==> config.mk <==
export PLATFORM = sky130hd
export DESIGN_NAME = timer_counter
export DESIGN_NICKNAME = d
export VERILOG_FILES = /design/src/rtl/timer_counter.sv
export SDC_FILE = /design/constraint.sdc
export NUM_CORES = 1
export LEC_CHECK = 0
export ABC_AREA = 0
export BUFFER_PORTS_ARGS = -buffer_cell sky130_fd_sc_hd__buf_2
export CAP_MARGIN = 20
export CORE_MARGIN = 5
export CORE_UTILIZATION = 55
export DETAILED_ROUTE_END_ITERATION = 7
export PLACE_DENSITY = 0.79
export REMOVE_ABC_BUFFERS = 1
export SLEW_MARGIN = 20
export SYNTH_ARGS = -nofsm -noshare
export SYNTH_HDL_FRONTEND = slang
export SYNTH_SLANG_ARGS = --single-unit
==> constraint.sdc <==
create_clock -name clk -period 7.1 [get_ports clk]
set_input_delay 1.065 -clock clk [delete_from_list [all_inputs] [get_ports clk]]
set_output_delay 1.065 -clock clk [all_outputs]
set_load 0.03 [all_outputs]
==> src/rtl/timer_counter.sv <==
// timer_counter: memory-mapped countdown timer with one-shot/auto-reload modes and a masked IRQ.
// Defining TC_PRESCALE_EN adds a prescaler that slows the decrement to once every PRESCALE cycles.
module timer_counter #(
   parameter int PRESCALE = 4
) (
   input  logic        clk,
   input  logic        Reset,
   input  logic [1:0]  Addr,
   input  logic        WE,
   input  logic [31:0] Din,
   output logic [31:0] Dout,
   output logic        IRQ
);
   typedef enum logic [1:0] {IDLE, LOAD, CNT, INT} state_t;
   state_t state, state_n;
   logic [3:0] ctrl;
   logic [31:0] preset, count, count_n;
   logic irq_flag, flag_n, en_clr, tick, wr_ctrl, wr_preset;
   assign wr_ctrl = WE && Addr == 2'd0;
   assign wr_preset = WE && Addr == 2'd1;
`ifdef TC_PRESCALE_EN
   localparam int PW = PRESCALE > 1 ? $clog2(PRESCALE) : 1;
   logic [PW-1:0] pcnt;
   assign tick = pcnt == PW'(PRESCALE - 1);
   always_ff @(posedge clk)
      if (Reset || state == LOAD || (state == CNT && !ctrl[0])) pcnt <= '0;
      else if (state == CNT) pcnt <= tick ? '0 : pcnt + 1'b1;
`else
   assign tick = 1'b1;
`endif
   always_comb begin
      state_n = state;
      count_n = count;
      flag_n = irq_flag;
      en_clr = 1'b0;
      case (state)
         IDLE: state_n = ctrl[0] ? LOAD : IDLE;
         LOAD: begin
            count_n = preset;
            state_n = CNT;
         end
         CNT:
            if (!ctrl[0]) state_n = IDLE;
            else if (tick) begin
               count_n = count > 32'd1 ? count - 32'd1 : '0;
               flag_n = count <= 32'd1 ? 1'b1 : irq_flag;
               state_n = count <= 32'd1 ? INT : CNT;
            end
         INT: begin
            // auto-reload keeps Enable set and drops the flag; other modes stop and keep the flag
            flag_n = ctrl[2:1] == 2'd1 ? 1'b0 : irq_flag;
            en_clr = ctrl[2:1] != 2'd1;
            state_n = IDLE;
         end
         default: state_n = IDLE;
      endcase
   end
   always_ff @(posedge clk)
      if (Reset) begin
         state <= IDLE;
         ctrl <= '0;
         preset <= '0;
         count <= '0;
         irq_flag <= 1'b0;
      end else begin
         state <= state_n;
         count <= count_n;
         irq_flag <= (wr_ctrl || wr_preset) ? 1'b0 : flag_n;
         if (wr_ctrl) ctrl <= Din[3:0];
         else if (en_clr) ctrl[0] <= 1'b0;
         if (wr_preset) preset <= Din;
      end
   assign Dout = Addr == 2'd0 ? {28'd0, ctrl} : Addr == 2'd1 ? preset : Addr == 2'd2 ? count : '0;
   assign IRQ = ctrl[3] & irq_flag;
endmodule

* Yosys cells after proc, flatten, opt, wreduce, memory -nomap -nowiden
Index checks and enable logic that the tools add are counted.
Storage, ports and cells: word-level logic and storage cells 48, output and inout port bits 33, flip-flop bits (word level) 71
Operators by class: reduce and logical (&&, ||, !) cells 11, bitwise gates (word level) 1, add/sub/neg operators 1, eq/ne operators 10, multiplexer cells 17, order comparisons 2
Operators with widths (number):
- $mux 32 | 5
- $pmux 32 s2 | 1
- $gt 32x1->1 const B | 1
- $le 32x1->1 const B | 1
- $sub 32x1->32 const B | 1
- $mux 1 | 8
- $pmux 2 s4 | 1
- $eq 2x1->1 const B | 3
- $eq 2x2->1 const B | 3
- $ne 2x2->1 const B | 3
- $reduce_bool 2->1 | 3
- $logic_not 2->1 | 2
- $reduce_and 4->1 | 1
- $logic_and 1x1->1 | 2
- $mux 2 | 1
- $ne 2x1->1 const B | 1
- $pmux 1 s2 | 1
- $reduce_and 2->1 | 1
- $reduce_or 2->1 | 1
- $and 1x1->1 | 1
- $logic_or 1x1->1 | 1

* Depth between registers and ports, before layout
Gate-level depths: netlist of the first run.
depth after elaboration 4, depth in mapped cells 9, mapped depth without buffers 8

* Worst setup path after synthesis of the first run
OpenSTA, ideal clock, no wires.
path type input to output, start point input Addr[1], end point output Dout[11], setup slack 3.619 ns, stages on the path 5, path buffers 3, arrival 2.416 ns, cell sequence clkbuf_1 -> nor2b_1 -> clkbuf_1 -> buf_1 -> a22o_1
Between the ends: longest elaborated chain between the ends 4
RTL lines:
- start: declaration | line 8 | input logic [1:0] Addr,
- $eq 2x2->1 | line 73 | assign Dout = Addr == 2'd0 ? {28'd0, ctrl} : Addr == 2'd1 ? preset : Addr == 2'd2 ? count : '0;
- $mux 32 (2 in a row) | line 73
- $mux 32 (*) | line 73
- end: declaration | line 11 | output logic [31:0] Dout,
Every way passes the cells marked *; elsewhere a longest branch is shown, timed or not.

* Worst setup path in the final report of the first run
start point input Addr[1], end point output Dout[17]
The elaborated chain is that of the path after synthesis.

==> results of run 1 <==
-- how the worst max path moves through the flow --
stage	start	end	slack, ns
2_1_floorplan	Addr[0]	Dout[0]	3.36
3_3_place_gp	Addr[1]	Dout[5]	3.94
3_5_place_dp	Addr[1]	Dout[17]	3.89
4_1_cts	Addr[1]	Dout[17]	3.89
5_1_grt	count[13]	count[4]	3.75
6_report	Addr[1]	Dout[17]	3.87
-- Yosys cell counts (4+ instances only) --
library cell and instances:
dfxtp_1 71, a22o_1 27, o21ai_0 30, a31oi_1 16, mux2i_1 7, nor2b_1 7
or3_1 6, a21oi_1 51, nor3_1 14, a22oi_1 9, nand3_1 15, clkbuf_1 36
inv_1 7, nor4_1 10, nand3b_1 4, a32oi_1 4, nand4b_1 4, o41ai_1 6
nor2_1 31, nand2_1 107
-- worst max-delay path: stages --
cell and delay (ns):
buf_2 0.18, nor2b_2 0.16, buf_4 0.34, a22o_1 0.21
buf_2 0.19
-- layout make-up --
| class | instances | area (sq um) |
|---|---|---|
| Multi-Input combinational cell | 391 | 2240 |
| Inverter | 7 | 26.3 |
| Sequential cell | 71 | 1420 |
| Clock buffer | 12 | 155 |
| Timing Repair Buffer | 75 | 390 |
| Tap cell | 96 | 120 |
| Clock inverter | 1 | 30.0 |
| Fill cell | 664 | 2410 |
-- kinds of logic (layout without fill, tap and decap cells) --
| group | Yosys count | count (layout) |
|---|---|---|
| mux | 8 | 8 |
| compound gates | 163 | 163 |
| fa+ha+maj | 2 | 2 |
| buf+inv | 50 | 95 |
| flops | 71 | 71 |
| simple gates | 218 | 218 |
-- layer usage --
layer  part of all wire (%)  vias to the layer above
met5                      0                        -
met4                    2.3                        0
met3                    7.6                       27
met2                     48                      162
met1                     43                     1877
li1                       -                     1949
-- state kept, by name (all words and copies together) (netlist names) --
signal and cells:
count 32, preset 32, ctrl 4, state 2, irq_flag 1
-- power by group --
part / switching [mW] / internal (mW) / total [mW]
logic: 0.0514 / 0.0263 / 0.0777
registers: 0.00738 / 0.406 / 0.413
clock network: 0.143 / 0.176 / 0.319
total: 0.202 / 0.608 / 0.810
-- per-stage QoR --
stage / util [%] / worst slack (ns) / power, mW
after global placement: 61.6 / 3.94 / 0.497
after floorplan: - / 3.36 / 0.464
after global routing: 64.5 / 3.75 / 0.842
after CTS: 64.3 / 3.89 / 0.813
final: 64.5 / 3.87 / 0.810
after detailed placement: 61.6 / 3.89 / 0.499
==> results.json, run 1 <==
{
  "drt_iter0_markers": 288,
  "initial_utilization_pct": 56.7,
  "rows": 30,
  "r2r-start": "count[13]",
  "hold_path.class": "flip-flop to flip-flop",
  "dieArea_sq_mm": 0.00878,
  "yosysWarnings": 0,
  "synth_cell_type_count": 52,
  "synthXorXnorAreaFrac_pct": 0,
  "netlist.area_leader.share_pct": 36.9,
  "rsz0062_at_grt": "false",
  "use_met1_pct": 30.5,
  "area_growth_pct": 13.7,
  "max_slew_margin_pct": 44.1,
  "stdcell_area_sq_mm": 0.00438,
  "dpl.hpwl_mm": 7.10,
  "place.gp.congestion": 0.899,
  "cts.clk_slew.worst_paths_ns": 0.07,
  "yosys.area.top_type": "dfxtp_1",
  "cp-start-kind": "input pin",
  "grt_pass1_wl_mm": 17.5,
  "netlist_top_cells_area": "dfxtp_1 (37%), nand2_1 (10%), a21oi_1 (6.6%)",
  "place_inst": 640,
  "gr-usage-met2_pct": 41.8,
  "clk_latency_ns": 0.35,
  "ys_seq_elements": 71,
  "first_global_vias": 3695,
  "synth_compound_area_share_pct": 28.2,
  "floorplan.io_pins": 70,
  "post_cts_buffers": 0,
  "peakVddDrop_v": 0.0000999,
  "syn_area_per_cell_sq_um": 7.52,
  "cts_tree": "yes",
  "core_area_sq_mm": 0.00679,
  "io_buffer_count": 69,
  "synth-simple-area-share_pct": 26.6,
  "use_met3_pct": 6.41,
  "p_leak_nw": 1.71,
  "fp.dieW_microns": 93.7,
  "drive_above_1_share_pct": 18.9,
  "final.period_utilization_pct": 45.5,
  "r2r_slack_ns": 4.06,
  "root_buffer": "clkbuf_8",
  "grt_most_used_layer": "met2",
  "wl_per_cell_microns": 16.5,
  "drcViolationCount": 0,
  "drtPass1Iterations": 5,
  "finalCriticalPeriod_ns": 3.23,
  "p_per_area_mw_per_mm2": 185,
  "hold_viol_final": 0,
  "most-common-layout-cells": "nand2_1 (106), dfxtp_1 (71), buf_2 (69)",
  "numCtsBuffers": 9,
  "setup_viol": 0,
  "wirelength_mm": 10.8,
  "final_common_cell": "nand2_1",
  "diodes": 0,
  "yosys_most_used_dff": "dfxtp_1",
  "end_kind": "output port",
  "hold_end": "preset[4]",
  "grt.total_usage_pct": 24.7,
  "fin_hold_ws_ns": 0.473,
  "nets": 594,
  "fmax_mhz": 309,
  "max_slew.worst_pin.slew_ns": 0.837,
  "synth_edf_count": 0,
  "skew_ns": 0.00873,
  "synth_fa_ha_area_share_pct": 0.650,
  "min-delay-start": "preset[4]",
  "grt_max_degree": 73,
  "status": "finished clean",
  "synth_top_family_by_area": "compound AO/OA/AOI/OAI gates",
  "worst-setup-path-type": "input pin to output port",
  "cts_resized": 0,
  "fin_cells": 653,
  "cp_max_fo": 28,
  "drv_slew": 0,
  "syn_area_sq_mm": 0.00385,
  "viasPerCell": 6.15,
  "maxCapViolations": 0,
  "cts_hold_buf": 0,
  "min_path_cells": 2,
  "vias": 4015,
  "async_flop_share_pct": 0,
  "ys_seq_area_share_pct": 36.9,
  "antenna_found_initial": 0,
  "htreeDepth": 3,
  "cp_data_required_time_ns": 6.03,
  "fin_setup_tns_ns": 0,
  "r2r.worst_path.cells": 7,
  "overflow": 0,
  "antenna_left": 0,
  "arrival_ns": 2.17,
  "synthCells": 512,
  "muxShareOfSynthArea_pct": 2.11,
  "r2r-end": "count[18]",
  "die_h_microns": 93.7,
  "place_area_sq_mm": 0.00418,
  "cts_sinks": 71,
  "clockBufferDepth": 2
}
Note: power is estimated with default switching activity, not from simulation.
==> run 2, diff against run 1 <==
CORE_UTILIZATION = 50   (was 55)
PLACE_DENSITY = 0.76   (was 0.79)
clock period = 2.85 ns   (was 7.1 ns; I/O delays follow)
==> results.json, run 2 (synthesis results as in run 1) <==
{
  "status": "finished clean",
  "initial_utilization_pct": 50.6,
  "cp_num_buf_inv": 1,
  "area_growth_pct": 17.1,
  "timing.critical_path.from": "count[24]",
  "cp_data_required_time_ns": 3.06,
  "critPathSlowestCell": "or4_4",
  "max_slew_margin_pct": 44.6,
  "finalPower_mw": 2.01,
  "grt_pass1_wl_mm": 19.2,
  "cp.depth": 7,
  "path_cells": "or3_4, or4_4, o41ai_4, buf_4, nor2_1, a221oi_2, nor3_1",
  "dieArea_sq_mm": 0.00956,
  "most-common-layout-cells": "nand2_1 (107), dfxtp_1 (71), buf_2 (69)",
  "drt_iter0_markers": 224,
  "final_common_cell": "nand2_1",
  "crit_end": "count[24]",
  "wl_per_cell_microns": 17.0,
  "skew_ns": 0.00950,
  "place.gp.congestion": 0.878,
  "overflow": 0,
  "setup_viol": 0,
  "reg_top3": "count (32), preset (32), ctrl (4)",
  "io_buffer_count": 69,
  "cp-start-kind": "flip-flop",
  "grt_max_degree": 33,
  "fmax_mhz": 384,
  "numCtsBuffers": 9,
  "drcViolationCount": 0,
  "wirelength_mm": 11.5,
  "end_kind": "flip-flop",
  "cts_resized": 0,
  "fin_util_pct": 59.3,
  "cts_hold_buf": 0,
  "p_per_area_mw_per_mm2": 447,
  "root_buffer": "clkbuf_8",
  "viasPerCell": 6.07,
  "core_area_sq_mm": 0.00761,
  "floorplan.io_pins": 70,
  "first_global_vias": 3980,
  "multi_input_area_sq_mm": 0.00223,
  "drive_above_1_share_pct": 20.7,
  "finalCriticalPeriod_ns": 2.60,
  "p_leak_nw": 1.79,
  "drv_slew": 0,
  "cts.clk_slew.worst_paths_ns": 0.08,
  "hold_path.class": "input pin to flip-flop",
  "fin_setup_tns_ns": 0,
  "r2r.worst_path.cells": 7,
  "die_h_microns": 97.8,
  "diodes": 0,
  "r2r-start": "count[24]",
  "maxCapViolations": 0,
  "antenna_left": 0,
  "max_slew.worst_pin.slew_ns": 0.831,
  "peakVddDrop_v": 0.000339,
  "cts_sinks": 71,
  "post_cts_buffers": 0,
  "fillCellCount": 747,
  "final.period_utilization_pct": 91.3,
  "nets": 611,
  "rsz0062_at_grt": "false",
  "fp.dieW_microns": 97.8,
  "cp_max_fo": 26,
  "r2r-end": "count[24]",
  "dpl.hpwl_mm": 8.05,
  "register_area_sq_mm": 0.00142,
  "grt.total_usage_pct": 24.0,
  "arrival_ns": 2.81,
  "worst-setup-path-type": "flip-flop to flip-flop",
  "r2r_slack_ns": 0.25,
  "slowest_delay_ns": 0.53,
  "rows": 32,
  "clockBufferDepth": 2,
  "cts_tree": "yes",
  "hold_viol_final": 0,
  "htreeDepth": 3,
  "clk_latency_ns": 0.35,
  "critical-path-top-delay-family": "simple AND/OR/NAND/NOR gates",
  "drtPass1Iterations": 5,
  "vias": 4118,
  "antenna_found_initial": 0
}
[run 2: worst min-delay path, stage by stage]
cell     delay [ns]
buf_2          0.09
nand2_1        0.04
a21oi_1        0.05
[run 2: routing by layer]
| layer | vias up | track usage, % | share of wire, % |
|---|---|---|---|
| met4 | 0 | 7.88 | 1.7 |
| met5 | - | 0 | 0 |
| li1 | 1982 | - | - |
| met3 | 18 | 4.86 | 6.8 |
| met2 | 147 | 40.2 | 47 |
| met1 | 1971 | 31.1 | 44 |
[run 2: layout make-up]
class | instances | area share, %
inverters | 7 | 0.583
flip-flops and latches | 71 | 31.5
clock inverters | 4 | 1.05
multi-input cells | 391 | 49.3
clock buffers | 11 | 2.91
well taps | 102 | 2.83
repair buffers | 92 | 11.8
[run 2: power by group]
part	switching [mW]	total (mW)	internal (mW)
Combinational	0.135	0.213	0.0782
Clock	0.375	0.772	0.397
Sequential	0.0182	1.03	1.01
[run 2: worst min path at each step]
| stage | startpoint | to | cells after the start |
|---|---|---|---|
| after floorplan | preset[29] | preset[29] | 2 |
| after global placement | preset[23] | preset[23] | 2 |
| after detailed placement | preset[15] | preset[15] | 2 |
| after CTS | Din[15] | preset[15] | 3 |
| after global routing | Din[22] | preset[22] | 3 |
| final | Din[13] | preset[13] | 3 |
[run 2: metrics by stage]
step	hold WS (ns)	cells	cell area, sq um	setup slack [ns]
final	0.303	678	4510	0.248
after global routing	0.301	678	4510	0.172
after CTS	0.293	678	4510	0.265
after detailed placement	0.463	663	4330	0.270
after global placement	0.457	663	4330	0.314
after floorplan	0.439	469	3660	0.0598
==> run 3, diff against run 2 <==
SETUP_SLACK_MARGIN = 0.3   (was default)
==> results.json, run 3 (synthesis results as in run 1) <==
{
  "clockBufferDepth": 2,
  "antenna_left": 0,
  "area_growth_pct": 18.4,
  "status": "finished clean",
  "p_per_area_mw_per_mm2": 442,
  "vias": 4173,
  "cts.clk_slew.worst_paths_ns": 0.08,
  "place.gp.congestion": 0.878,
  "grt.total_usage_pct": 24.0,
  "place_area_sq_mm": 0.00433,
  "cp_max_fo": 6,
  "fin_setup_tns_ns": 0,
  "maxCapViolations": 0,
  "peakVddDrop_v": 0.000338,
  "root_buffer": "clkbuf_8",
  "io_buffer_count": 69,
  "drtPass1Iterations": 5,
  "p_leak_nw": 1.81,
  "skew_ns": 0.00802,
  "final.setup.worst_slack_ns": 0.371,
  "cts_tree": "yes",
  "initial_utilization_pct": 50.6,
  "setup_viol": 0,
  "drv_slew": 0,
  "slowest_delay_ns": 0.53,
  "final.period_utilization_pct": 87.0,
  "final_common_cell": "nand2_1",
  "finalCriticalPeriod_ns": 2.48,
  "min_path_cells": 3,
  "clk_latency_ns": 0.35,
  "cp_data_required_time_ns": 3.06,
  "worst-setup-path-type": "flip-flop to flip-flop",
  "cts_sinks": 71,
  "grt_max_degree": 33,
  "rsz0062_at_grt": "false",
  "rows": 32,
  "fin_util_pct": 60.0,
  "hold_path.class": "input pin to flip-flop",
  "drcViolationCount": 0,
  "max_slew_margin_pct": 44.0,
  "drt_iter0_markers": 247,
  "diodes": 0,
  "overflow": 0,
  "critPathSlowestCell": "or4_4",
  "fp.dieW_microns": 97.8,
  "wirelength_mm": 11.8,
  "fmax_mhz": 403,
  "core_area_sq_mm": 0.00761,
  "fillCellCount": 746,
  "cts_hold_buf": 0,
  "cp-start-kind": "flip-flop",
  "max_slew.worst_pin.slew_ns": 0.839,
  "htreeDepth": 3,
  "hold_viol_final": 0,
  "die_h_microns": 97.8,
  "numCtsBuffers": 9,
  "viasPerCell": 6.13,
  "first_global_vias": 3990,
  "nets": 614,
  "antenna_found_initial": 0,
  "path_cells": "or3_1, or4_4, o41ai_4, buf_6, nor2_1, a221oi_2, nor3_1",
  "dp_slack_ns": 0.270,
  "most-common-layout-cells": "nand2_1 (107), buf_2 (70), dfxtp_1 (70)",
  "arrival_ns": 2.69,
  "dpl.hpwl_mm": 8.05,
  "drive_above_1_share_pct": 21.8,
  "dieArea_sq_mm": 0.00956,
  "floorplan.io_pins": 70,
  "stdcell_area_sq_mm": 0.00456,
  "r2r.worst_path.cells": 7,
  "grt_pass1_wl_mm": 19.2,
  "end_kind": "flip-flop",
  "wl_per_cell_microns": 17.3,
  "reg_top3": "count (32), preset (32), ctrl (4)"
}
[run 3: what timing repair did]
| action | CTS | global route |
|---|---|---|
| resized for setup | 1 | 6 |
| pin swaps | 0 | 3 |
| cloned | 0 | 2 |
| buffers inserted | 0 | 1 |
| setup endpoints to repair | 1 | 12 |
[run 3: stage by stage]
stage / power (mW) / instances / hold slack [ns]
floorplan: 1.15 / 469 / 0.439
global placement: 1.26 / 663 / 0.457
detailed placement: 1.26 / 663 / 0.463
CTS: 2.03 / 678 / 0.293
global route: 2.09 / 681 / 0.301
finish: 2.02 / 681 / 0.305
[run 3: path summary, 6_finish.rpt]
path | start | to | slack [ns]
setup / recovery | count[27] | count[24] | 0.37
hold / removal | Din[13] | preset[13] | 0.30
setup reg to reg | count[27] | count[24] | 0.37
hold reg to reg | preset[15] | preset[15] | 0.47
[run 3: critical path, delay by kind of cell, from the launching register on]
family / cells / cell delay (ns)
simple gates: 4 / 1.06
buf+inv: 1 / 0.20
flops: 1 / 0.36
compound gates: 2 / 0.70
[run 3: cell type report]
class / count / area [sq um] / area share, %
Tap cell: 102 / 128 / 2.80
Sequential cell: 71 / 1420 / 31.2
Timing Repair Buffer: 95 / 567 / 12.4
Clock buffer: 11 / 131 / 2.88
Multi-Input combinational cell: 391 / 2240 / 49.1
Inverter: 7 / 26.3 / 0.576
Clock inverter: 4 / 47.5 / 1.04
[run 3: power breakdown]
group	internal [mW]	switching, mW
logic	0.0790	0.137
registers	1.01	0.0185
clock network	0.397	0.374
[run 3: per-layer routing]
metal / routed length (microns) / up-vias / global-route usage (%)
met3: 899 / 18 / 4.86
met1: 5140 / 1989 / 31.0
li1: - / 1986 / -
met2: 5550 / 180 / 40.3
met5: 0 / - / 0
met4: 195 / 0 / 7.88
